--- config.mk ---
export PLATFORM = sky130hd
export DESIGN_NAME = ciclo_bus_rtc_flat
export DESIGN_NICKNAME = d
export VERILOG_FILES = /design/src/rtl/ciclo_bus_rtc_if.sv /design/src/rtl/ciclo_bus_rtc.sv /design/src/flat_wrapper.sv
export SDC_FILE = /design/constraint.sdc
export NUM_CORES = 1
export LEC_CHECK = 0
export ABC_AREA = 1
export CAP_MARGIN = 25
export CORE_MARGIN = 2
export CORE_UTILIZATION = 49
export DETAILED_ROUTE_END_ITERATION = 6
export GPL_ROUTABILITY_DRIVEN = 0
export GPL_TIMING_DRIVEN = 1
export HOLD_SLACK_MARGIN = 0.15
export PLACE_DENSITY_LB_ADDON = 0.3
export SYNTH_ARGS = -nofsm -noshare
export SYNTH_HDL_FRONTEND = slang
export SYNTH_SLANG_ARGS = --single-unit
--- constraint.sdc ---
create_clock -name clk -period 2.2 [get_ports clk]
set_input_delay 0.44 -clock clk [delete_from_list [all_inputs] [get_ports clk]]
set_output_delay 0.44 -clock clk [all_outputs]
set_load 0.02 [all_outputs]
--- src/rtl/ciclo_bus_rtc_if.sv ---
// Request/bus bundle between the read/write request FSM, the ciclo_bus_rtc engine and the RTC AD pads.
// master = requester and pad side, slave = bus-cycle engine.
interface ciclo_bus_rtc_if;
    logic       activa;
    logic       w;
    logic [7:0] dir;
    logic [7:0] dato_in;
    logic [7:0] ad_in;
    logic [7:0] ad_out;
    logic       ad_oe;
    logic       cs_n;
    logic       rd_n;
    logic       wr_n;
    logic       a_d;
    logic [7:0] dato_leido;
    logic       fin;
    logic       ocupado;
    logic       err_lectura;

    modport master (
        output activa, w, dir, dato_in, ad_in,
        input  ad_out, ad_oe, cs_n, rd_n, wr_n, a_d, dato_leido, fin, ocupado, err_lectura
    );

    modport slave (
        input  activa, w, dir, dato_in, ad_in,
        output ad_out, ad_oe, cs_n, rd_n, wr_n, a_d, dato_leido, fin, ocupado, err_lectura
    );
endinterface

--- src/rtl/ciclo_bus_rtc.sv ---
// RTC bus-cycle engine: runs one multiplexed address/data cycle per accepted request and pulses fin.
// Optional feature macro CICLO_BUS_RTC_DOBLE_MUESTRA_EN adds a mid-DAT read sample and err_lectura.
module ciclo_bus_rtc #(
    parameter int PULSE_CYC = 10,
    parameter int GAP_CYC   = 4
) (
    input  logic             clk,
    input  logic             reset,
    ciclo_bus_rtc_if.slave   bus
);

    typedef enum logic [2:0] {
        IDLE    = 3'd0,
        ADR     = 3'd1,
        ADR_GAP = 3'd2,
        DAT     = 3'd3,
        DAT_GAP = 3'd4,
        FIN     = 3'd5,
        ESPERA  = 3'd6
    } state_t;

    localparam logic [7:0] PULSE_LD = 8'(PULSE_CYC - 1);
    localparam logic [7:0] GAP_LD   = 8'(GAP_CYC - 1);
    localparam logic [7:0] MID_CNT  = 8'(PULSE_CYC / 2);

    state_t     state_r;
    state_t     next_state_s;
    logic [7:0] cnt_r;
    logic [7:0] cnt_next_s;
    logic       fase_fin_s;
    logic       accept_s;

    logic       w_r;
    logic [7:0] dir_r;
    logic [7:0] dato_r;
    logic       w_n_s;
    logic [7:0] dir_n_s;
    logic [7:0] dato_n_s;
    logic [7:0] dato_leido_r;
    logic       captura_s;

    logic       cs_n_s, rd_n_s, wr_n_s, a_d_s, ad_oe_s, fin_s, ocupado_s;
    logic [7:0] ad_out_s;
    logic       cs_n_r, rd_n_r, wr_n_r, a_d_r, ad_oe_r, fin_r, ocupado_r;
    logic [7:0] ad_out_r;

    assign fase_fin_s = (cnt_r == 8'd0);
    assign accept_s   = (state_r == IDLE) && bus.activa;
    assign captura_s  = (state_r == DAT) && fase_fin_s && !w_r;

    // On the accept edge the request fields are not latched yet, so outputs decode from the live inputs.
    assign w_n_s    = accept_s ? bus.w       : w_r;
    assign dir_n_s  = accept_s ? bus.dir     : dir_r;
    assign dato_n_s = accept_s ? bus.dato_in : dato_r;

    // State register and phase counter.
    always_ff @(posedge clk) begin
        if (!reset) begin
            state_r <= IDLE;
            cnt_r   <= 8'd0;
        end else begin
            state_r <= next_state_s;
            cnt_r   <= cnt_next_s;
        end
    end

    // Next-state decode.
    always_comb begin
        next_state_s = state_r;
        case (state_r)
            IDLE: begin
                if (bus.activa) next_state_s = ADR;
                else            next_state_s = IDLE;
            end
            ADR: begin
                if (fase_fin_s) next_state_s = ADR_GAP;
                else            next_state_s = ADR;
            end
            ADR_GAP: begin
                if (fase_fin_s) next_state_s = DAT;
                else            next_state_s = ADR_GAP;
            end
            DAT: begin
                if (fase_fin_s) next_state_s = DAT_GAP;
                else            next_state_s = DAT;
            end
            DAT_GAP: begin
                if (fase_fin_s) next_state_s = FIN;
                else            next_state_s = DAT_GAP;
            end
            FIN: begin
                if (bus.activa) next_state_s = ESPERA;
                else            next_state_s = IDLE;
            end
            ESPERA: begin
                if (bus.activa) next_state_s = ESPERA;
                else            next_state_s = IDLE;
            end
            default: next_state_s = IDLE;
        endcase
    end

    // Phase counter: reload on every phase entry, count down to zero inside a phase.
    always_comb begin
        cnt_next_s = 8'd0;
        if (next_state_s != state_r) begin
            case (next_state_s)
                ADR, DAT:         cnt_next_s = PULSE_LD;
                ADR_GAP, DAT_GAP: cnt_next_s = GAP_LD;
                default:          cnt_next_s = 8'd0;
            endcase
        end else if (cnt_r != 8'd0) begin
            cnt_next_s = cnt_r - 8'd1;
        end else begin
            cnt_next_s = 8'd0;
        end
    end

    // Output decode from the state being entered, so the registered outputs line up with that state.
    always_comb begin
        cs_n_s    = 1'b1;
        rd_n_s    = 1'b1;
        wr_n_s    = 1'b1;
        a_d_s     = 1'b1;
        ad_oe_s   = 1'b0;
        ad_out_s  = 8'h00;
        fin_s     = 1'b0;
        ocupado_s = (next_state_s != IDLE);
        case (next_state_s)
            ADR: begin
                cs_n_s   = 1'b0;
                wr_n_s   = 1'b0;
                a_d_s    = 1'b0;
                ad_oe_s  = 1'b1;
                ad_out_s = dir_n_s;
            end
            ADR_GAP: begin
                a_d_s = 1'b0;
            end
            DAT: begin
                cs_n_s = 1'b0;
                if (w_n_s) begin
                    wr_n_s   = 1'b0;
                    ad_oe_s  = 1'b1;
                    ad_out_s = dato_n_s;
                end else begin
                    rd_n_s   = 1'b0;
                end
            end
            FIN: begin
                fin_s = 1'b1;
            end
            default: begin
                fin_s = 1'b0;
            end
        endcase
    end

    // Registered bus and status outputs.
    always_ff @(posedge clk) begin
        if (!reset) begin
            cs_n_r    <= 1'b1;
            rd_n_r    <= 1'b1;
            wr_n_r    <= 1'b1;
            a_d_r     <= 1'b1;
            ad_oe_r   <= 1'b0;
            ad_out_r  <= 8'h00;
            fin_r     <= 1'b0;
            ocupado_r <= 1'b0;
        end else begin
            cs_n_r    <= cs_n_s;
            rd_n_r    <= rd_n_s;
            wr_n_r    <= wr_n_s;
            a_d_r     <= a_d_s;
            ad_oe_r   <= ad_oe_s;
            ad_out_r  <= ad_out_s;
            fin_r     <= fin_s;
            ocupado_r <= ocupado_s;
        end
    end

    // Request latch at accept and final read-data capture at the end of DAT.
    always_ff @(posedge clk) begin
        if (!reset) begin
            w_r          <= 1'b0;
            dir_r        <= 8'h00;
            dato_r       <= 8'h00;
            dato_leido_r <= 8'h00;
        end else begin
            if (accept_s) begin
                w_r    <= bus.w;
                dir_r  <= bus.dir;
                dato_r <= bus.dato_in;
            end
            if (captura_s) begin
                dato_leido_r <= bus.ad_in;
            end
        end
    end

`ifdef CICLO_BUS_RTC_DOBLE_MUESTRA_EN
    logic [7:0] mid_r;
    logic       err_r;

    // Mid-DAT sample; by FIN the final sample already sits in dato_leido_r since DAT_GAP lasts at least one cycle.
    always_ff @(posedge clk) begin
        if (!reset) begin
            mid_r <= 8'h00;
            err_r <= 1'b0;
        end else begin
            if ((state_r == DAT) && (cnt_r == MID_CNT) && !w_r) begin
                mid_r <= bus.ad_in;
            end
            err_r <= (next_state_s == FIN) && !w_r && (mid_r != dato_leido_r);
        end
    end

    assign bus.err_lectura = err_r;
`else
    assign bus.err_lectura = 1'b0;
`endif

    assign bus.cs_n       = cs_n_r;
    assign bus.rd_n       = rd_n_r;
    assign bus.wr_n       = wr_n_r;
    assign bus.a_d        = a_d_r;
    assign bus.ad_oe      = ad_oe_r;
    assign bus.ad_out     = ad_out_r;
    assign bus.fin        = fin_r;
    assign bus.ocupado    = ocupado_r;
    assign bus.dato_leido = dato_leido_r;

endmodule

--- src/flat_wrapper.sv ---
// flat-port wrapper written by rule: the top's interface ports become plain ports
module ciclo_bus_rtc_flat 
#(
    parameter int PULSE_CYC = 10,
    parameter int GAP_CYC   = 4
)
  (clk, reset, bus_activa, bus_w, bus_dir, bus_dato_in, bus_ad_in, bus_ad_out, bus_ad_oe, bus_cs_n, bus_rd_n, bus_wr_n, bus_a_d, bus_dato_leido, bus_fin, bus_ocupado, bus_err_lectura);
  ciclo_bus_rtc_if bus_i ();
  input  logic clk;
  input  logic reset;
  input wire logic [$bits(bus_i.activa)-1:0] bus_activa;
  input wire logic [$bits(bus_i.w)-1:0] bus_w;
  input wire logic [$bits(bus_i.dir)-1:0] bus_dir;
  input wire logic [$bits(bus_i.dato_in)-1:0] bus_dato_in;
  input wire logic [$bits(bus_i.ad_in)-1:0] bus_ad_in;
  output wire logic [$bits(bus_i.ad_out)-1:0] bus_ad_out;
  output wire logic [$bits(bus_i.ad_oe)-1:0] bus_ad_oe;
  output wire logic [$bits(bus_i.cs_n)-1:0] bus_cs_n;
  output wire logic [$bits(bus_i.rd_n)-1:0] bus_rd_n;
  output wire logic [$bits(bus_i.wr_n)-1:0] bus_wr_n;
  output wire logic [$bits(bus_i.a_d)-1:0] bus_a_d;
  output wire logic [$bits(bus_i.dato_leido)-1:0] bus_dato_leido;
  output wire logic [$bits(bus_i.fin)-1:0] bus_fin;
  output wire logic [$bits(bus_i.ocupado)-1:0] bus_ocupado;
  output wire logic [$bits(bus_i.err_lectura)-1:0] bus_err_lectura;
  assign bus_i.activa = bus_activa;
  assign bus_i.w = bus_w;
  assign bus_i.dir = bus_dir;
  assign bus_i.dato_in = bus_dato_in;
  assign bus_i.ad_in = bus_ad_in;
  assign bus_ad_out = bus_i.ad_out;
  assign bus_ad_oe = bus_i.ad_oe;
  assign bus_cs_n = bus_i.cs_n;
  assign bus_rd_n = bus_i.rd_n;
  assign bus_wr_n = bus_i.wr_n;
  assign bus_a_d = bus_i.a_d;
  assign bus_dato_leido = bus_i.dato_leido;
  assign bus_fin = bus_i.fin;
  assign bus_ocupado = bus_i.ocupado;
  assign bus_err_lectura = bus_i.err_lectura;
  ciclo_bus_rtc #(.PULSE_CYC(PULSE_CYC), .GAP_CYC(GAP_CYC)) u_core (.clk(clk), .reset(reset), .bus(bus_i));
endmodule
==> results of run 1 <==
[final timing paths]
| path | from | depth (start not counted) | end | slack (ns) |
|---|---|---|---|---|
| worst max-delay path | u_core.cnt_r[0] | 7 | u_core.bus.dato_leido[4] | 0.34 |
| worst max register to register | u_core.cnt_r[0] | 7 | u_core.bus.dato_leido[4] | 0.34 |
| worst min-delay path | u_core.bus.dato_leido[6] | 2 | u_core.bus.dato_leido[6] | 0.44 |
| worst min register to register | u_core.bus.dato_leido[6] | 2 | u_core.bus.dato_leido[6] | 0.44 |
[final cells by class]
cell class / count / area [µm²]
timing repair buffer: 53 / 536
sequential: 51 / 1020
clock inverter: 1 / 7.51
clock buffer: 7 / 96.3
inverter: 33 / 124
tap: 52 / 65.1
multi-input combinational: 161 / 943
fill: 385 / 1500
[Yosys cell counts, drive strengths merged]
cell	n	area (µm²)
a21oi	15	97.6
a31oi	1	6.26
buf	4	42.5
clkbuf	4	15.0
conb	1	3.75
dfxtp	51	1020
ha	2	25.0
inv	33	124
mux2i	16	160
nand2	32	138
nand3	12	70.1
nand4	4	37.5
nor2	49	221
nor3	1	5.00
nor4	1	6.26
o21ai	13	72.6
o22ai	8	50.1
or3	1	6.26
xnor2	2	17.5
xor2	3	26.3
[sequential cells by signal, indices dropped and copies added (netlist names), 3 cells and up]
name and cells:
u_core.state_r 3, u_core.dir_r 8, u_core.bus.ad_out 8, u_core.cnt_r 8, u_core.bus.dato_leido 8, u_core.dato_r 8
[through the flow]
stage               power, mW  util, %  cell area, µm²
floorplan                2.39        -            2150
global placement         2.75     62.6            2690
detailed placement       2.78     62.6            2690
CTS                      3.36     65.0            2790
global route             3.56     65.0            2790
finish                   3.33     65.0            2790
[routing by layer]
| layer | wire length [µm] | global-route usage (%) | part of all wire [%] |
|---|---|---|---|
| met1 | 1960 | 22.2 | 48 |
| met2 | 1830 | 28.6 | 45 |
| met3 | 212 | 4.33 | 5.3 |
| met4 | 40 | 6.84 | 0.99 |
| met5 | 0 | 0 | 0 |
[power groups by stage]
stage                     clock network [mW]  registers (mW)  logic, mW
after global routing                   0.626            1.24       1.70
after floorplan                            0            1.33       1.06
after detailed placement                   0            1.24       1.54
after CTS                              0.594            1.22       1.55
final                                  0.575            1.22       1.53
after global placement                     0            1.24       1.52
[logic make-up (layout without fill, tap and decap cells)]
group           after synthesis  in the layout  synth area share [%]
mux                          16             16                  7.46
xor+xnor                      5              5                  2.04
simple gates                100            100                  22.6
compound gates               37             37                  10.6
buf+inv                      41             94                  8.45
flops                        51             51                  47.6
fa+ha+maj                     2              2                  1.17
other cells                   1              1                 0.175
[critical path: stages (launching register included)]
cell and delay, ns:
dfxtp_1 0.30, inv_1 0.13, ha_1 0.22, nand2_2 0.09, nor2_4 0.21, nand3_1 0.39, o21ai_0 0.31, a21oi_1 0.07
==> summary.txt, run 1 <==
Pleak: 1.22 nW
Worst EP required: 2.37 ns
Non-Filler Instances: 358
RSZ-0062 raised after global routing: false
type of element launching the critical path: flip-flop
Min-Delay Path Class: reg -> reg
row count: 24
TNS Setup: 0 ns
Yosys cell types: 32
CTS tree: built
global-route wire length before repair: 7.02 mm
Cell Pwr Density: 1190 nW/µm²
Starting Density: 50.0%
CTS sink cnt: 51
Max clock buf depth: 2
DRC viols: 0
clk slew on worst S/H paths: 0.09 ns
global-route usage over all layers: 17.5%
DR pass1 iterations: 4
final critical-path setup slack: 0.341 ns
fin crit share: 84.5%
most common cell after layout, fill and taps aside: dfxtp_1
Fmax: 538 MHz
Die Footprint: 4920 µm²
post-synthesis instance area: 2150 µm²
Crit. End Element: flip-flop
Clk pwr share: 17.3%
pre-CTS setup slack: 0.217 ns
H-tree depth: 2
crit path time final: 1.86 ns
Clock Skew: 0.00411 ns
cts bufs inserted: 5
CTS hold repair buffers: 0
CP arrival: 2.02 ns
initial antenna violation count: 0
ANT nets after route: 0
port bufs: 50
via count: 1724
final wirelength: 4.04 mm
most frequent cells in the layout: dfxtp_1, clkdlybuf4s50_1, nor2_1
Die Ht: 70.2 µm
initial detailed-routing violation count: 89
routed len/inst: 11.3 µm
CORE AREA: 4290 µm²
Pins Over Slew Limit: 0
WS Path Type: reg -> reg
pin count of the biggest net entering global routing: 24
# IOs: 52
Root Driver: clkbuf_8
Syn Area/Cell: 8.48 µm²
Layout area overhead: 30.1%
Die Width: 70.2 µm
Reg power frac: 36.7%
post-synthesis sequential area ratio: 47.6%
worst vdd ir: 0.640 mV
CP Max Fanout: 16
Cells after Synth: 253
combinational share of power: 46.0%
Yosys reg bits: 51
hold_ws: 0.442 ns
Hold Violations, Final: 0
postcts setup bufs: 0
remaining global-route overflow: 0
# setup viols final: 0
post-cts resize count: 0
Antenna diodes: 0
share of post-route cells with drive strength above 1: 12.7%
Worst-Skew Late Latency: 0.29 ns
Mapped Nets: 283
Sw Pwr: 1.29 mW
final net count: 335
Sw Ratio: 38.8%
outcome: completed
HPWL Detailed: 3.00 mm
vias per inst: 4.82
vias in the first global route: 1612
YS warnings: 0
Int Pwr: 2.04 mW
Max-Cap Viols: 0
Inst Count DP: 350
(Power assumes the default switching activity.)
==> inputs of run 2 (changes only) <==
Settings changed: CORE_UTILIZATION 49 to 44.
Clock period 2.2 ns to 1.58 ns, I/O delays scaled along.
==> run 2 against run 1 <==
Net effect:
- flip-flop and latch count unchanged
- sequential power up 41%
- global-route usage about the same
- first-iteration DRC count down 38%
- cell count up 13%
- via count up 10%
- combinational power up 84%
- non-clock buffer count up 30
- the flow now finishes with violations (negative setup slack)
- core utilization up 2.0 points
==> summary.txt, run 2 (synthesized netlist as in run 1, its figures left out) <==
Pins Over Slew Limit: 0 (unchanged)
Hold Violations, Final: 0 (unchanged)
remaining global-route overflow: 0 (unchanged)
final wirelength: 4.74 mm (was 4.04 mm)
Min-Delay Path Class: reg -> reg (unchanged)
Max clock buf depth: 2 (unchanged)
most frequent cells in the layout: dfxtp_1, nor2_1, clkdlybuf4s50_1 (was dfxtp_1, clkdlybuf4s50_1, nor2_1)
H-tree depth: 2 (unchanged)
CP Max Fanout: 6 (was 16)
vias per inst: 4.71 (was 4.82)
Antenna diodes: 0 (unchanged)
Crit. End Element: flip-flop (unchanged)
WS Path Type: reg -> reg (unchanged)
slowest stage delay, CP: 0.32 ns (was 0.39 ns)
overall power: 5.32 mW (was 3.33 mW)
CP arrival: 1.83 ns (was 2.02 ns)
Worst-Skew Late Latency: 0.31 ns (was 0.29 ns)
clk slew on worst S/H paths: 0.10 ns (was 0.09 ns)
Crit path buffers/inverters: 1 (unchanged)
final net count: 365 (was 335)
HPWL Detailed: 3.40 mm (was 3.00 mm)
DRC viols: 0 (unchanged)
final critical-path setup slack: -0.00620 ns (was 0.341 ns)
worst vdd ir: 0.991 mV (was 0.640 mV)
pin count of the biggest net entering global routing: 20 (was 24)
global-route wire length before repair: 7.40 mm (was 7.02 mm)
# IOs: 52 (unchanged)
outcome: complete, but fails checks (was completed)
Pleak: 1.56 nW (was 1.22 nW)
# setup viols final: 1 (was 0)
vias in the first global route: 1722 (was 1612)
initial detailed-routing violation count: 55 (was 89)
ANT nets after route: 0 (unchanged)
via count: 1897 (was 1724)
RSZ-0062 raised after global routing: true (was false)
Die Ht: 73.8 µm (was 70.2 µm)
initial antenna violation count: 0 (unchanged)
most common cell after layout, fill and taps aside: dfxtp_1 (unchanged)
Worst path slowest cell: dfxtp_1 (was nand3_1)
post-layout util: 67.0% (was 65.0%)
CTS tree: built (unchanged)
Inst Count DP: 394 (was 350)
DR pass1 iterations: 4 (unchanged)
crit-path leading delay family: simple AND/OR/NAND/NOR gates (unchanged)
Cell Pwr Density: 1680 nW/µm² (was 1190 nW/µm²)
fin crit share: 100% (was 84.5%)
failing checks: negative setup slack
Worst EP required: 1.82 ns (was 2.37 ns)
crit-path cells: inv_2, ha_4, nand2_4, nor2_4, a21oi_4, a21oi_4, nand4_4, nor2_1 (was inv_1, ha_1, nand2_2, nor2_4, nand3_1, o21ai_0, a21oi_1)
port bufs: 50 (unchanged)
Non-Filler Instances: 403 (was 358)
most frequent cell on the critical path: a21oi_4
routed len/inst: 11.7 µm (was 11.3 µm)
Layout area overhead: 47.6% (was 30.1%)
Die Width: 73.8 µm (was 70.2 µm)
Clock Skew: 0.00609 ns (was 0.00411 ns)
placed instance area: 2930 µm² (was 2690 µm²)
Die Footprint: 5450 µm² (was 4920 µm²)
global-route usage over all layers: 17.4% (was 17.5%)
Root Driver: clkbuf_8 (unchanged)
Max-Cap Viols: 0 (unchanged)
Post-Layout Inst Area: 3170 µm² (was 2790 µm²)
cts bufs inserted: 5 (unchanged)
CTS hold repair buffers: 0 (unchanged)
row count: 25 (was 24)
CORE AREA: 4720 µm² (was 4290 µm²)
CTS sink cnt: 51 (unchanged)
share of post-route cells with drive strength above 1: 26.2% (was 12.7%)
Fmax: 630 MHz (was 538 MHz)
Starting Density: 45.4% (was 50.0%)
crit path time final: 1.59 ns (was 1.86 ns)
Layout fillers: 376 (was 385)
pre-CTS setup slack: -0.277 ns (was 0.217 ns)
type of element launching the critical path: flip-flop (unchanged)
## run 2: cell count changes in the layout (fill, tap and decap cells not counted), sizes merged
cell and change:
clkdlybuf4s50 -16, buf +30, dlygate4sd2 +7, clkinv +1
dlymetal6s2s +9, inv +2, clkinvlp -1, clkbuf -2
## run 2: worst reg2reg max path: stages, from the launching register on
cell and delay [ns]:
dfxtp_1 0.32, inv_2 0.08, ha_4 0.15, nand2_4 0.06, nor2_4 0.22, a21oi_4 0.12
a21oi_4 0.24, nand4_4 0.18, nor2_1 0.15
## run 2: final cells by class
class / instances / area [µm²] / area share, %
Inverter: 33 / 124 / 3.91
Clock buffer: 5 / 68.8 / 2.17
Sequential cell: 51 / 1030 / 32.6
Timing Repair Buffer: 83 / 774 / 24.5
Clock inverter: 3 / 26.3 / 0.830
Multi-Input combinational cell: 161 / 1060 / 33.4
Tap cell: 67 / 83.8 / 2.65
## run 2: final timing paths
check,cells after the start,startpoint,slack [ns],endpoint
worst max-delay path,8,u_core.cnt_r[0],-0.006,u_core.cnt_r[4]
worst min-delay path,2,u_core.bus.dato_leido[5],0.44,u_core.bus.dato_leido[5]
worst max register to register,8,u_core.cnt_r[0],-0.006,u_core.cnt_r[4]
worst min register to register,2,u_core.bus.dato_leido[5],0.44,u_core.bus.dato_leido[5]
## run 2: timing repair
item,in CTS,in global routing
setup endpoints to repair,21,40
setup buffers,0,1
gates resized for setup,17,36
cloned,0,0
pin swaps,4,14
## run 2: stage by stage
stage	TNS [ns]	hold slack (ns)
finish	-0.00620	0.443
CTS	-0.00821	0.449
detailed placement	-5.21	0.435
global route	-0.841	0.463
global placement	-4.58	0.431
floorplan	0	0.454
## run 2: power breakdown
part | switching, mW | internal [mW]
Combinational | 1.51 | 1.30
Sequential | 0.155 | 1.57
Clock | 0.459 | 0.326
Total | 2.12 | 3.19
## run 2: metal layers
| metal | share of wire, % | routed length, µm | vias up | track usage (%) |
|---|---|---|---|---|
| met1 | 44 | 2090 | 873 | 21.5 |
| met4 | 1.4 | 68 | 0 | 6.06 |
| li1 | - | - | 980 | - |
| met3 | 4.6 | 216 | 6 | 4.39 |
| met2 | 50 | 2360 | 38 | 29.5 |
| met5 | 0 | 0 | - | 0 |
==> edit 1: new RTL, flow settings as in run 1 <==
Build with the macro `CICLO_BUS_RTC_DOBLE_MUESTRA_EN` defined.
--- a/src/rtl/ciclo_bus_rtc.sv
+++ b/src/rtl/ciclo_bus_rtc.sv
@@ -2,2 +2,4 @@
 // Optional feature macro CICLO_BUS_RTC_DOBLE_MUESTRA_EN adds a mid-DAT read sample and err_lectura.
+`define CICLO_BUS_RTC_DOBLE_MUESTRA_EN
+
 module ciclo_bus_rtc #(
Formal check against the unedited RTL: no difference found for any inputs over 10 cycles, from zero or initial values and one cycle with reset low; that may be too few to reach the edited logic, so the function may still have changed.
==> edit 1 against run 1 <==
- maximum frequency fell by 5.4%
- sequential share of layout area fell by 0.14 points
- die area is 16% higher
- largest cell class unchanged
- final cell count increased by 22%
- critical path type unchanged
- total power is 13% higher
- clock skew increased by 5.3 ps
- area after synthesis increased by 17%
- wire length up 25%
- sequential cell count is 9 higher
- cell area is 18% higher
- worst hold slack improved by 25 ps
- setup slack got worse by 110 ps
==> edit 1: results (changes against run 1) <==
Non-Filler Instances = 437 (was 358)
clk slew on worst S/H paths = 70 ps (was 90 ps)
dpl cells = 421 (was 350)
Synth area leaders = dfxtp_1 (48%), nor2_1 (7.9%), inv_1 (6.9%) (was dfxtp_1 (48%), mux2i_1 (7.5%), nor2_1 (7.3%))
critical path arrival = 2240 ps (was 2020 ps)
clock skew = 9.36 ps (was 4.11 ps)
slowest cell delay on critical path = 330 ps (was 390 ps)
synthesized net count = 332 (was 283)
1st-iter DRT viols = 112 (was 89)
largest net degree at the start of global routing = 32 (was 24)
vias per inst = 4.79 (was 4.82)
H-Tree Depth = 3 (was 2)
Mapped Cells = 302 (was 253)
VDD IR max = 0.716 mV (was 0.640 mV)
Synth cell types = 30 (was 32)
layout cells sized above 1 = 10.9% (was 12.7%)
wire per inst = 11.5 µm (was 11.3 µm)
status = complete, no violations (unchanged)
dpl ws = 148 ps (was 217 ps)
Total Routing Usage GR = 20.3% (was 17.5%)
Layout Nets = 392 (was 335)
Pint = 0.00234 W (was 0.00204 W)
vias in the first global route = 1,981 (was 1,612)
most frequent cells after synthesis = dfxtp_1 (60), nor2_1 (53), inv_1 (46), nand2_1 (29), mux2i_1 (16) (was dfxtp_1 (51), nor2_1 (42), inv_1 (29), nand2_1 (25), mux2i_1 (16))
TritonCTS buffer count = 9 (was 5)
metal2 WL = 2400 µm (was 1830 µm)
dpl cell area = 3120 µm² (was 2690 µm²)
worst skew pair latency = 340 ps (was 290 ps)
[edit 1: through the flow]
step | total power, W | util, % | hold slack [ps]
6_report | 0.00376 | 65.4 | 468
5_1_grt | 0.00403 | 65.4 | 507
4_1_cts | 0.00379 | 65.4 | 476
3_5_place_dp | 0.00290 | 61.9 | 466
3_3_place_gp | 0.00288 | 61.9 | 458
2_1_floorplan | 0.00247 | - | 460
[edit 1: routing by layer]
metal,track usage (%),up-vias
li1,-,1087
met5,0,-
met4,12.3,0
met3,4.76,12
met1,24.1,945
met2,33.4,50
[edit 1: cells by family after synthesis]
family	synth area share, %
AO/OA/AOI/OAI	11.5
XOR/XNOR	4.18
multiplexers	6.37
buffers and inverters	9.01
flip-flops	47.8
AND/OR/NAND/NOR	20.1
adder cells (fa/ha/maj)	0.996
[edit 1: area by class of cell]
| type | count | area, µm² |
|---|---|---|
| inverters | 46 | 173 |
| clock inverters | 6 | 38.8 |
| flip-flops and latches | 60 | 1200 |
| multi-input cells | 187 | 1080 |
| repair buffers | 58 | 576 |
| clock buffers | 10 | 138 |
| fillers | 440 | 1740 |
| well taps | 70 | 87.6 |
[edit 1: path summary, 6_finish.rpt]
path | cells after the start | startpoint | end | slack, ps
setup / recovery | 10 | u_core.cnt_r[0] | u_core.bus.ad_out[1] | 230
hold / removal | 2 | u_core.bus.dato_leido[5] | u_core.bus.dato_leido[5] | 470
setup reg to reg | 10 | u_core.cnt_r[0] | u_core.bus.ad_out[1] | 230
hold reg to reg | 2 | u_core.bus.dato_leido[5] | u_core.bus.dato_leido[5] | 470
[edit 1: power by group through the flow]
| stage | Combinational, W | Clock (W) | Sequential, W |
|---|---|---|---|
| finish | 0.00150 | 0.000878 | 0.00138 |
| CTS | 0.00151 | 0.000897 | 0.00138 |
| floorplan | 0.000976 | 0 | 0.00149 |
| global placement | 0.00147 | 0 | 0.00141 |
| global route | 0.00169 | 0.000936 | 0.00140 |
| detailed placement | 0.00150 | 0 | 0.00141 |
[edit 1: critical path: cells and delay by family, from the launching register on]
family	cells	cell delay [ps]
and+or+nand+nor	5	760
AOI/OAI and AO/OA	2	470
DFF	1	330
adders and majority gates	1	220
buffers and inverters	2	140
==> edit 2: new RTL, settings of run 1 <==
Made on the original files. Re-encode `state_t` (7 states) as one-hot, 7 bits wide.
--- a/src/rtl/ciclo_bus_rtc.sv
+++ b/src/rtl/ciclo_bus_rtc.sv
@@ -11,10 +11,10 @@
 
-    typedef enum logic [2:0] {
-        IDLE    = 3'd0,
-        ADR     = 3'd1,
-        ADR_GAP = 3'd2,
-        DAT     = 3'd3,
-        DAT_GAP = 3'd4,
-        FIN     = 3'd5,
-        ESPERA  = 3'd6
+    typedef enum logic [6:0] {
+        IDLE    = 7'b0000001,
+        ADR     = 7'b0000010,
+        ADR_GAP = 7'b0000100,
+        DAT     = 7'b0001000,
+        DAT_GAP = 7'b0010000,
+        FIN     = 7'b0100000,
+        ESPERA  = 7'b1000000
     } state_t;
Function: same outputs for any inputs over 10 cycles, from zero or initial values and one cycle with reset low; not proved beyond that.
==> edit 2 against run 1 <==
- critical path depth increased by 6
- setup slack improved by 39 ps
- combinational power decreased by 36%
- synthesized cell count increased by 13%
- worst hold slack improved by 22 ps
- sequential cell count increased by 4
- wire length increased by 15%
- area after synthesis increased by 10%
- final cell count increased by 10%
- cell area increased by 8.7%
- total power decreased by 16%
- largest cell class is now multi-input gates
- sequential share of layout area decreased by 0.30 points
==> edit 2: results (changes against run 1) <==
status = complete, no violations (unchanged)
part of the Yosys area used for sequential elements = 46.6% (was 47.6%)
clock skew = 9.56 ps (was 4.11 ps)
Mapped Cells = 285 (was 253)
dpl ws = 157 ps (was 217 ps)
Static Leakage = 1.34 nW (was 1.22 nW)
type of the worst setup path = reg -> reg (unchanged)
Hold Slack = 465 ps (was 442 ps)
VDD IR max = 0.464 mV (was 0.640 mV)
port bufs = 50 (unchanged)
worst skew pair latency = 310 ps (was 290 ps)
Pwr Density = 920 nW/µm² (was 1190 nW/µm²)
largest net degree at the start of global routing = 23 (was 24)
critical path arrival = 2070 ps (was 2020 ps)
CP max stage cell = dfxtp_1 (was nand3_1)
met3 global-route usage = 4.39% (was 4.33%)
flop2flop setup slack = 380 ps (was 340 ps)
Setup Buffers After CTS = 0 (unchanged)
via count = 1,972 (was 1,724)
metal3 WL = 226 µm (was 212 µm)
met2 usage = 28.7% (was 28.6%)
M1 WL = 2130 µm (was 1960 µm)
clk slew on worst S/H paths = 90 ps (about the same)
vias per inst = 4.99 (was 4.82)
critical path endpoint = u_core.cnt_r[7] (was u_core.bus.dato_leido[4])
slowest cell delay on critical path = 350 ps (was 390 ps)
most frequent cells after synthesis = dfxtp_1 (55), nor2_1 (52), nand2_1 (43), inv_1 (24), mux2i_1 (16) (was dfxtp_1 (51), nor2_1 (42), inv_1 (29), nand2_1 (25), mux2i_1 (16))
wire per inst = 11.7 µm (was 11.3 µm)
initial antenna violation count = 0 (unchanged)
synthesized net count = 315 (was 283)
Pre-antenna DRT Iters = 4 (unchanged)
R2R depth = 13 (was 7)
dpl cell area = 2920 µm² (was 2690 µm²)
dpl cells = 387 (was 350)
metal2 WL = 2160 µm (was 1830 µm)
Sequential Power Share = 40.9% (was 36.7%)
Clock Power Share = 23.9% (was 17.3%)
met1 Track Usage GR = 23.8% (was 22.2%)
Total Routing Usage GR = 18.4% (was 17.5%)
CP max FO = 5 (was 16)
1st-iter DRT viols = 64 (was 89)
Pint = 0.00183 W (was 0.00204 W)
Synth cell types = 33 (was 32)
Layout Nets = 370 (was 335)
layout cells sized above 1 = 12.9% (was 12.7%)
Post-DP HPWL = 3500 µm (was 3000 µm)
vias in the first global route = 1,763 (was 1,612)
first-pass GRT wire length = 7590 µm (was 7020 µm)
Synth area leaders = dfxtp_1 (47%), nor2_1 (8.3%), nand2_1 (6.8%) (was dfxtp_1 (48%), mux2i_1 (7.5%), nor2_1 (7.3%))
[edit 2: cell count changes in the layout (fill, tap and decap cells not counted), moves of 4 or more]
cell             run 1  this run
clkinv_1             0         4
dfxtp_1             51        55
inv_1               29        24
nand2_1             25        43
nor2_1              42        52
nor2_2               3        12
o21ai_0             10         1
[edit 2: logic make-up after synthesis]
group                    Yosys count  synth area share (%)
AO/OA/AOI/OAI                     26                  6.67
multiplexers                      16                  6.77
flip-flops                        55                  46.6
adder cells (fa/ha/maj)            2                  1.06
XOR/XNOR                           6                  2.22
buffers and inverters             35                  6.35
other                              1                 0.159
AND/OR/NAND/NOR                  144                  30.2
[edit 2: area by class of cell]
type / count / area [µm²]
fill: 420 / 1660
multi-input combinational: 195 / 1110
sequential: 55 / 1100
timing repair buffer: 54 / 531
inverter: 29 / 109
clock buffer: 5 / 68.8
tap: 54 / 67.6
clock inverter: 3 / 46.3
